`config.mk`:
```
export PLATFORM = sky130hd
export DESIGN_NAME = key_debouncer
export DESIGN_NICKNAME = d
export VERILOG_FILES = /design/src/rtl/key_pkg.sv /design/src/rtl/key_sync.sv /design/src/rtl/key_debouncer.sv
export SDC_FILE = /design/constraint.sdc
export NUM_CORES = 1
export LEC_CHECK = 0
export CORE_MARGIN = 5
export CORE_UTILIZATION = 59
export CTS_CLUSTER_DIAMETER = 200
export DETAILED_ROUTE_END_ITERATION = 10
export PLACE_DENSITY_LB_ADDON = 0.3
export SLEW_MARGIN = 20
export SYNTH_ARGS = -nofsm -noshare
export SYNTH_HDL_FRONTEND = slang
export SYNTH_HIERARCHICAL = 1
export SYNTH_SLANG_ARGS = --single-unit
```
`constraint.sdc`:
```
create_clock -name clock -period 2.7 [get_ports clock]
set_clock_uncertainty 0.1 [all_clocks]
set_input_delay 0.27 -clock clock [delete_from_list [all_inputs] [get_ports clock]]
set_output_delay 0.27 -clock clock [all_outputs]
set_load 0.1 [all_outputs]
```
`src/rtl/key_pkg.sv`:
```
// Shared constants and state encoding for the key debouncer.
// Optional build macro: KEY_DEBOUNCER_REPEAT_EN (auto-repeat while held).
package key_pkg;

  localparam int CNT_W = 26;

  localparam int DEF_STABLE_CYCLES = 1_000_000;
  localparam int DEF_REPEAT_DELAY  = 25_000_000;
  localparam int DEF_REPEAT_PERIOD = 5_000_000;

  typedef enum logic [1:0] {
    ST_IDLE         = 2'd0,
    ST_PRESS_WAIT   = 2'd1,
    ST_HELD         = 2'd2,
    ST_RELEASE_WAIT = 2'd3
  } key_state_t;

endpackage

```
`src/rtl/key_sync.sv`:
```
// Two-flop synchronizer for the raw active-low key; resets to the
// released level so a reset never looks like a press.
module key_sync (
  input  logic clock,
  input  logic reset,
  input  logic key_n,
  output logic key_n_sync
);

  logic key_n_meta;

  always_ff @(posedge clock or posedge reset) begin
    if (reset) begin
      key_n_meta <= 1'b1;
      key_n_sync <= 1'b1;
    end else begin
      key_n_meta <= key_n;
      key_n_sync <= key_n_meta;
    end
  end

endmodule

```
`src/rtl/key_debouncer.sv`:
```
// Key debouncer: synchronizer, four-state debounce FSM and press/release pulses.
// Build macro KEY_DEBOUNCER_REPEAT_EN adds auto-repeat press pulses while held.
//
// Handshake: none; press and release_pulse are single-cycle registered strobes,
// never high together. The release strobe is named release_pulse because
// "release" is a reserved word. state_dbg mirrors the FSM state.
module key_debouncer
  import key_pkg::*;
#(
  parameter int STABLE_CYCLES = DEF_STABLE_CYCLES,
  parameter int REPEAT_DELAY  = DEF_REPEAT_DELAY,
  parameter int REPEAT_PERIOD = DEF_REPEAT_PERIOD
) (
  input  logic       clock,
  input  logic       reset,
  input  logic       key_n,
  output logic       key_level,
  output logic       press,
  output logic       release_pulse,
  output logic [1:0] state_dbg
);

  localparam logic [CNT_W-1:0] STABLE_LAST = CNT_W'(STABLE_CYCLES - 1);

  logic             key_n_sync;
  logic             pressed;
  key_state_t       state;
  logic [CNT_W-1:0] cnt;

  key_sync u_key_sync (
    .clock      (clock),
    .reset      (reset),
    .key_n      (key_n),
    .key_n_sync (key_n_sync)
  );

  assign pressed   = ~key_n_sync;
  assign state_dbg = state;

`ifdef KEY_DEBOUNCER_REPEAT_EN
  localparam logic [CNT_W-1:0] DELAY_LAST  = CNT_W'(REPEAT_DELAY - 1);
  localparam logic [CNT_W-1:0] PERIOD_LAST = CNT_W'(REPEAT_PERIOD - 1);

  // Low while waiting for the first repeat, high once periodic repeats run.
  logic rep_phase;
`else
  // Repeat timing is not built; the parameters only keep the interface uniform.
  logic unused_repeat_cfg;
  assign unused_repeat_cfg = ^{REPEAT_DELAY, REPEAT_PERIOD};
`endif

  always_ff @(posedge clock or posedge reset) begin
    if (reset) begin
      state         <= ST_IDLE;
      cnt           <= '0;
      key_level     <= 1'b0;
      press         <= 1'b0;
      release_pulse <= 1'b0;
`ifdef KEY_DEBOUNCER_REPEAT_EN
      rep_phase     <= 1'b0;
`endif
    end else begin
      press         <= 1'b0;
      release_pulse <= 1'b0;
      case (state)
        ST_IDLE: begin
          if (pressed) begin
            state <= ST_PRESS_WAIT;
            cnt   <= '0;
          end
        end

        ST_PRESS_WAIT: begin
          if (!pressed) begin
            state <= ST_IDLE;
            cnt   <= '0;
          end else if (cnt == STABLE_LAST) begin
            state     <= ST_HELD;
            cnt       <= '0;
            key_level <= 1'b1;
            press     <= 1'b1;
`ifdef KEY_DEBOUNCER_REPEAT_EN
            rep_phase <= 1'b0;
`endif
          end else begin
            cnt <= cnt + 1'b1;
          end
        end

        ST_HELD: begin
          if (!pressed) begin
            state <= ST_RELEASE_WAIT;
            cnt   <= '0;
          end
`ifdef KEY_DEBOUNCER_REPEAT_EN
          // The counter measures time since the last press pulse.
          else if (cnt == (rep_phase ? PERIOD_LAST : DELAY_LAST)) begin
            press     <= 1'b1;
            cnt       <= '0;
            rep_phase <= 1'b1;
          end else begin
            cnt <= cnt + 1'b1;
          end
`endif
        end

        ST_RELEASE_WAIT: begin
          if (pressed) begin
            // Release bounce: back to HELD silently, repeat timing restarts.
            state <= ST_HELD;
            cnt   <= '0;
`ifdef KEY_DEBOUNCER_REPEAT_EN
            rep_phase <= 1'b0;
`endif
          end else if (cnt == STABLE_LAST) begin
            state         <= ST_IDLE;
            cnt           <= '0;
            key_level     <= 1'b0;
            release_pulse <= 1'b1;
          end else begin
            cnt <= cnt + 1'b1;
          end
        end

        default: begin
          state     <= ST_IDLE;
          cnt       <= '0;
          key_level <= 1'b0;
        end
      endcase
    end
  end

endmodule

```
==> results.md, run 1 <==
* Status: completed
* Top_reg_cell synth: dfrtp_1
* Top post-synthesis cells by area: dfrtp_1 (45%), nand2_1 (5.2%), o21ai_0 (4.3%), a21oi_1 (3.7%), nand3_1 (3.7%)
* TritonCTS buffer count at 5
* Worst vdd ir at 0.000357 V
* Leak pwr at 0.000777 uW
* Clock buffer depth at 2
* CTS clk-pin slew, worst paths at 0.10 ns
* Starting Density at 62.4%
* Top-count cell post-synth: dfrtp_1
* Hold Vio Cnt, Final at 0
* CP Capture Type: register
* Hold-fix buffers, CTS at 0
* DP Cell Count at 230
* Required @ worst endpoint at 2.89 ns
* Top-area cell type share of the netlist area at between 40 and 50%
* Setup TNS at 0 ns
* Nets at 210
* Final wirelength at 3.57 mm
* RSZ-0062 raised after global routing: no
* DRC violations left at 0
* P&R area growth vs syn at 8.51%
* Final Non-Filler Cells at ~240
* Layout cells sized above 1 at between 10% and 20%
* Total GRT Usage at 19.5%
* Antenna violations before repair at 0
* Core Rows at 19
* Dpl hpwl at ~2.5 mm
* Measured slew at the worst slew-check pin at 0.920 ns
* CORE AREA at 2780 um2
* Number of flops mapped to enable cells by yosys at 0
* Die ar. at 4130 um2
* Met3 usage at 6.30%
* Slew headroom at 38.7%
* Syn avg cell area at 8.85 um2
* Grt met2 use at 29.4%
* Skew-Pair Late Insertion Delay at approximately 0.34 ns
* Final period utilization at 92.0%
* Root buffer cell: clkbuf_4
* I/O Pins at 8
* Max-Cap Viols at 0
* Die span in x at between 60 and 70 um
* Clock sink total at 33
* Max Fanout on Critical Path at 8
* Pwr dens at 446 nW/um2
* Height of the chip at 64.2 um
* Hold WC Path Type: in2async
* Number of global-route vias before repair at approximately 1400
* CP Launch Type: register
* Mapped Area at 1740 um2
* Final Setup Violations at 0
* CP Class: reg2reg
* Post-DP Area at between 1500 and 2000 um2
* Iteration-0 DRC Markers at roughly 110
* R2R Setup Slk at 0.22 ns
* Ys async rst share at between 90% and 100%
* Total grt overflow at 0
* IO Port Bufs at 7
* Post-layout util at 67.7%
* #FFs+latches synth at 33
* Inserted Diodes at 0
* GR Util met1 at between 20% and 30%
* DR WL/cell at 15.0 um
* Routed vias at 1510
* Commonest cells in the netlist: dfrtp_1 (31), nand2_1 (24), o21ai_0 (15)
* Final Slew Violations at 0
* Mapped Cells at 196
* Post-synth net total at 200
* Post-CTS sizing at 0
* Routed Antenna Nets at 0
* Post-route minimum period at 2.48 ns
* Routability cong. at 0.870
* Largest net degree at the start of global routing at 32
* H-tree depth at 2
* CP Data Arrival Time at ~2.7 ns
* Vias per Instance at 6.34
* FMAX at 403 MHz
* Layer with the highest usage: met2
* Post-synthesis cell type count at 42
* Yosys warns at 6
* Setup Buffers After CTS at 0
* Largest area contributor in the netlist: dfrtp_1
* Initial DRT Pass Iterations at 4
* Seq/Total Area, Yosys at 47.7%
* Final Cell Area at 1880 um2
* Wire length of the first global-routing pass at 6.36 mm
* CTS tree: done
==> layer usage <==
| metal | vias up | wire, um |
|---|---|---|
| li1 | 736 | - |
| met1 | 728 | 1610 |
| met2 | 39 | 1700 |
| met3 | 7 | 206 |
| met4 | 0 | 51 |
| met5 | - | 0 |
==> cells by family (layout without fill, tap and decap cells) <==
| group | Yosys count | count (layout) | synth area share, % |
|---|---|---|---|
| AOI/OAI and AO/OA | 53 | 53 | 18.7 |
| xor gates and xnor gates | 5 | 5 | 2.52 |
| adders and majority gates | 1 | 1 | 0.721 |
| buffers and inverters | 21 | 32 | 4.69 |
| DFF | 33 | 33 | 47.7 |
| muxes | 1 | 1 | 0.577 |
| and+or+nand+nor | 82 | 82 | 25.1 |
==> final cells by class <==
type | count | area [um2]
clock buffer | 7 | 45.0
tap | 31 | 38.8
inverter | 12 | 45.0
clock inverter | 1 | 5.00
timing repair buffer | 12 | 95.1
sequential | 33 | 828
multi-input combinational | 142 | 826
fill | 226 | 898
==> where the power goes <==
| group | switching, uW | internal, uW | total (uW) | leakage (uW) |
|---|---|---|---|---|
| logic | 41.8 | 18.9 | 60.8 | 0.000298 |
| registers | 11.6 | 504 | 516 | 0.000450 |
| clock network | 161 | 101 | 263 | 0.0000293 |
| total | 215 | 625 | 839 | 0.000777 |
==> state kept, by name, summed over array words and instances (netlist names), named ones only <==
| signal | count |
|---|---|
| state_dbg | 1 |
| key_level | 1 |
| cnt | 26 |
| release_pulse | 1 |
| press | 1 |
| u_key_sync/key_n_meta | 1 |
| u_key_sync/key_n_sync | 1 |
==> worst max-delay path: stages (launching register included) <==
cell and delay, ns:
dfrtp_1 0.49, nand4_2 0.20, or4_1 0.65, or4_1 0.58, or3_1 0.32, nand3_1 0.08
==> per-stage QoR <==
stage          hold slack (ns)  worst slack (ns)  total power (uW)
2_1_floorplan           0.0815             0.198               566
3_3_place_gp             0.250             0.303               584
3_5_place_dp             0.247             0.268               586
4_1_cts                  0.154             0.239               848
5_1_grt                  0.147            0.0912               891
6_report                 0.168             0.216               839
==> worst paths after layout <==
check | from | end | depth (start not counted)
setup / recovery | cnt[7] | cnt[23] | 5
hold / removal | reset | u_key_sync/key_n_meta | 2
setup reg to reg | cnt[7] | cnt[23] | 5
hold reg to reg | u_key_sync/key_n_meta | u_key_sync/key_n_sync | 0
max in group asynchronous | reset | cnt[15] | 3
min in group clock | key_n | u_key_sync/key_n_meta | 1
==> layout by cell type (no fill, tap or decap), types with 4 or more instances in the layout <==
| master | synthesis | final |
|---|---|---|
| a21oi_1 | 13 | 13 |
| a31oi_1 | 10 | 10 |
| buf_4 | 0 | 10 |
| clkbuf_4 | 0 | 5 |
| dfrtp_1 | 31 | 31 |
| inv_1 | 12 | 12 |
| nand2_1 | 24 | 24 |
| nand3_1 | 13 | 13 |
| nand4_1 | 6 | 6 |
| nor2_1 | 7 | 7 |
| nor3_1 | 4 | 4 |
| nor4_1 | 7 | 7 |
| o21ai_0 | 15 | 15 |
| or3_1 | 4 | 4 |
| or4_1 | 6 | 6 |
No activity file was read; power rests on OpenSTA's default activity.
==> run 2: changes to the inputs <==
--- a/config.mk
+++ b/config.mk
@@ -10,7 +10,6 @@
 export CTS_CLUSTER_DIAMETER = 200
 export DETAILED_ROUTE_END_ITERATION = 10
 export PLACE_DENSITY_LB_ADDON = 0.3
-export SLEW_MARGIN = 20
 export SYNTH_ARGS = -nofsm -noshare
 export SYNTH_HDL_FRONTEND = slang
 export SYNTH_HIERARCHICAL = 1
==> results of run 2 <==
Final layout, timing and power as in run 1 (identical DEF).
==> run 3: changes to the inputs <==
--- a/config.mk
+++ b/config.mk
@@ -5,7 +5,8 @@
 export SDC_FILE = /design/constraint.sdc
 export NUM_CORES = 1
 export LEC_CHECK = 0
-export CORE_MARGIN = 5
+export CAP_MARGIN = 10
+export CORE_MARGIN = 10
 export CORE_UTILIZATION = 59
 export CTS_CLUSTER_DIAMETER = 200
 export DETAILED_ROUTE_END_ITERATION = 10
==> run 3 against run 2 <==
Fmax increased by 0.40%. Die area is 34% higher. Routed wire length increased by 7.7%. Count of clock-buffer cells in the layout unchanged. Critical endpoint unchanged.
==> results.md, run 3 (synthesis results as in run 1) <==
* Status: completed
* Clock buffer depth at 2 (unchanged)
* P&R area growth vs syn at 9.66%
* CORE AREA at 2780 um2 (unchanged)
* Worst vdd ir at 0.000432 V (+21%)
* Flip-flop count of the largest register after layout at 26 (unchanged)
* Required @ worst endpoint at 2.89 ns (about the same)
* Final worst setup slack at 0.226 ns (+0.00984 ns)
* Top reg by flops: cnt
* Routability cong. at 0.848 (-2.5%)
* DRC violations left at 0 (unchanged)
* Switching Share at 25.2% (-0.39 points)
* Max-Cap Viols at 0 (unchanged)
* Number of global-route vias before repair at 1499 (+7.2%)
* R2R Setup Slk at 0.23 ns (about the same)
* Final period utilization at 91.6% (-0.36 points)
* Design internal power at 674 uW (+8.0%)
* Logic pwr share at 6.9% (-0.3 points)
* FMAX at 404 MHz (+0.40%)
* Setup Buffers After CTS at 0 (unchanged)
* Largest net degree at the start of global routing at 32 (unchanged)
* Critical R2R Launch: cnt[7]
* Clock sink total at 33 (unchanged)
* IO Port Bufs at 7 (unchanged)
* Post-layout util at 68.4% (+0.72 points)
* RSZ-0062 raised after global routing: no
* I/O Pins at 8 (unchanged)
* Starting Density at 62.4% (unchanged)
* Initial DRT Pass Iterations at 5 (+1)
* Layout cells sized above 1 at 11.1% (+0.97 points)
* Total grt overflow at 0 (unchanged)
* Commonest non-fill, non-tap cell in the layout: dfrtp_1
* Worst R2R Path Depth at 5 (unchanged)
* Pwr dens at 474 nW/um2 (+6.3%)
* Routed vias at 1555 (+3.0%)
* Skew-Pair Late Insertion Delay at 0.34 ns (about the same)
* H-tree depth at 2 (unchanged)
* Die span in x at 74.2 um (+16%)
* Share of total power in sequential cells at 57.2% (-4.3 points)
* Post-route minimum period at 2.47 ns (-0.00984 ns)
* Final Slew Violations at 0 (unchanged)
* Max Fanout on Critical Path at 8 (unchanged)
* CP Class: reg2reg
* CP Launch Type: register
* CTS tree: done
* Wire length of the first global-routing pass at 6.73 mm (+5.8%)
* Final Setup Violations at 0 (unchanged)
* Most frequent cells in the layout: dfrtp_1 (31), nand2_1 (24), o21ai_0 (15)
* Setup TNS at 0 ns (unchanged)
* Hold Vio Cnt, Final at 0 (unchanged)
* Hold-fix buffers, CTS at 0 (unchanged)
* Final wirelength at 3.85 mm (+7.7%)
* Clock Power Share at 35.8% (+4.5 points)
* CP Data Arrival Time at 2.66 ns (about the same)
* Root buffer cell: clkbuf_4
* Die ar. at 5510 um2 (+34%)
* Hold WC Path Type: in2async
* Total GRT Usage at 15.3% (-4.2 points)
* TritonCTS buffer count at 5 (unchanged)
* Nets at 210 (unchanged)
* DP Cell Count at 230 (unchanged)
* Slew headroom at 34.8% (-3.8 points)
* Antenna violations before repair at 0 (unchanged)
* Iteration-0 DRC Markers at 180 (+59%)
* CTS clk-pin slew, worst paths at 0.11 ns (about the same)
* Measured slew at the worst slew-check pin at 0.977 ns (+0.0572 ns)
* Fillers at 199 (-12%)
* Leak pwr at 0.000789 uW (+1.5%)
* CP Capture Type: register
* Setup Slack @ Placement at 0.289 ns (+0.0212 ns)
* Crit Reg-Reg Endpoint: cnt[23]
* DR WL/cell at 16.2 um (+7.7%)
* Inserted Diodes at 0 (unchanged)
* Core Rows at 19 (unchanged)
* Routed Antenna Nets at 0 (unchanged)
* Hold slack at 0.182 ns (+0.0137 ns)
* Height of the chip at 74.2 um (+16%)
* Psw at 227 uW (+5.7%)
* Dpl hpwl at 2.62 mm (+3.2%)
* Final Non-Filler Cells at 238 (unchanged)
* Post-CTS sizing at 0 (unchanged)
* Vias per Instance at 6.53 (+3.0%)
## run 3: final cells by class
| type | instances | area, um2 | share of cell area (%) |
|---|---|---|---|
| clock buffer | 7 | 65.1 | 3.42 |
| clock inverter | 1 | 5.00 | 0.263 |
| inverter | 12 | 45.0 | 2.37 |
| multi-input combinational | 142 | 826 | 43.4 |
| sequential | 33 | 828 | 43.5 |
| tap | 31 | 38.8 | 2.04 |
| timing repair buffer | 12 | 95.1 | 5.00 |
## run 3: worst max path at each step
| stage | start | to | slack [ns] | cells past startpoint |
|---|---|---|---|---|
| global placement | cnt[3] | cnt[23] | 0.31 | 5 |
| detailed placement | cnt[7] | cnt[23] | 0.29 | 5 |
| floorplan | register | cnt[15] | 0.20 | 7 |
| finish | cnt[7] | cnt[23] | 0.23 | 5 |
| global route | u_key_sync/key_n_sync | cnt[19] | 0.08 | 5 |
| CTS | cnt[7] | cnt[23] | 0.26 | 5 |
## run 3: per-layer routing
metal  up-vias  GRT usage, %  share of wire, %
li1        743             -                 -
met1       723          19.0                42
met2        70          24.1                47
met3        19          4.92               7.9
met4         0          5.89               2.8
met5         -             0                 0
## run 3: critical path: stages, from the launching register on
cell and delay (ns):
dfrtp_1 0.48, nand4_2 0.20, or4_1 0.66, or4_1 0.58, or3_1 0.32, nand3_1 0.08
## run 3: power by group through the flow
stage               Clock, uW  Combinational, uW  Sequential [uW]
finish                    323               62.6              516
global route              346               70.1              519
CTS                       325               62.4              516
detailed placement          0               61.9              525
global placement            0               59.9              524
floorplan                   0               37.5              528
## run 3: stage by stage
stage                     power, uW  instance area [um2]
after floorplan                 566                 1740
after global placement          584                 1830
after detailed placement        587                 1830
after CTS                       903                 1900
after global routing            935                 1900
final                           901                 1900
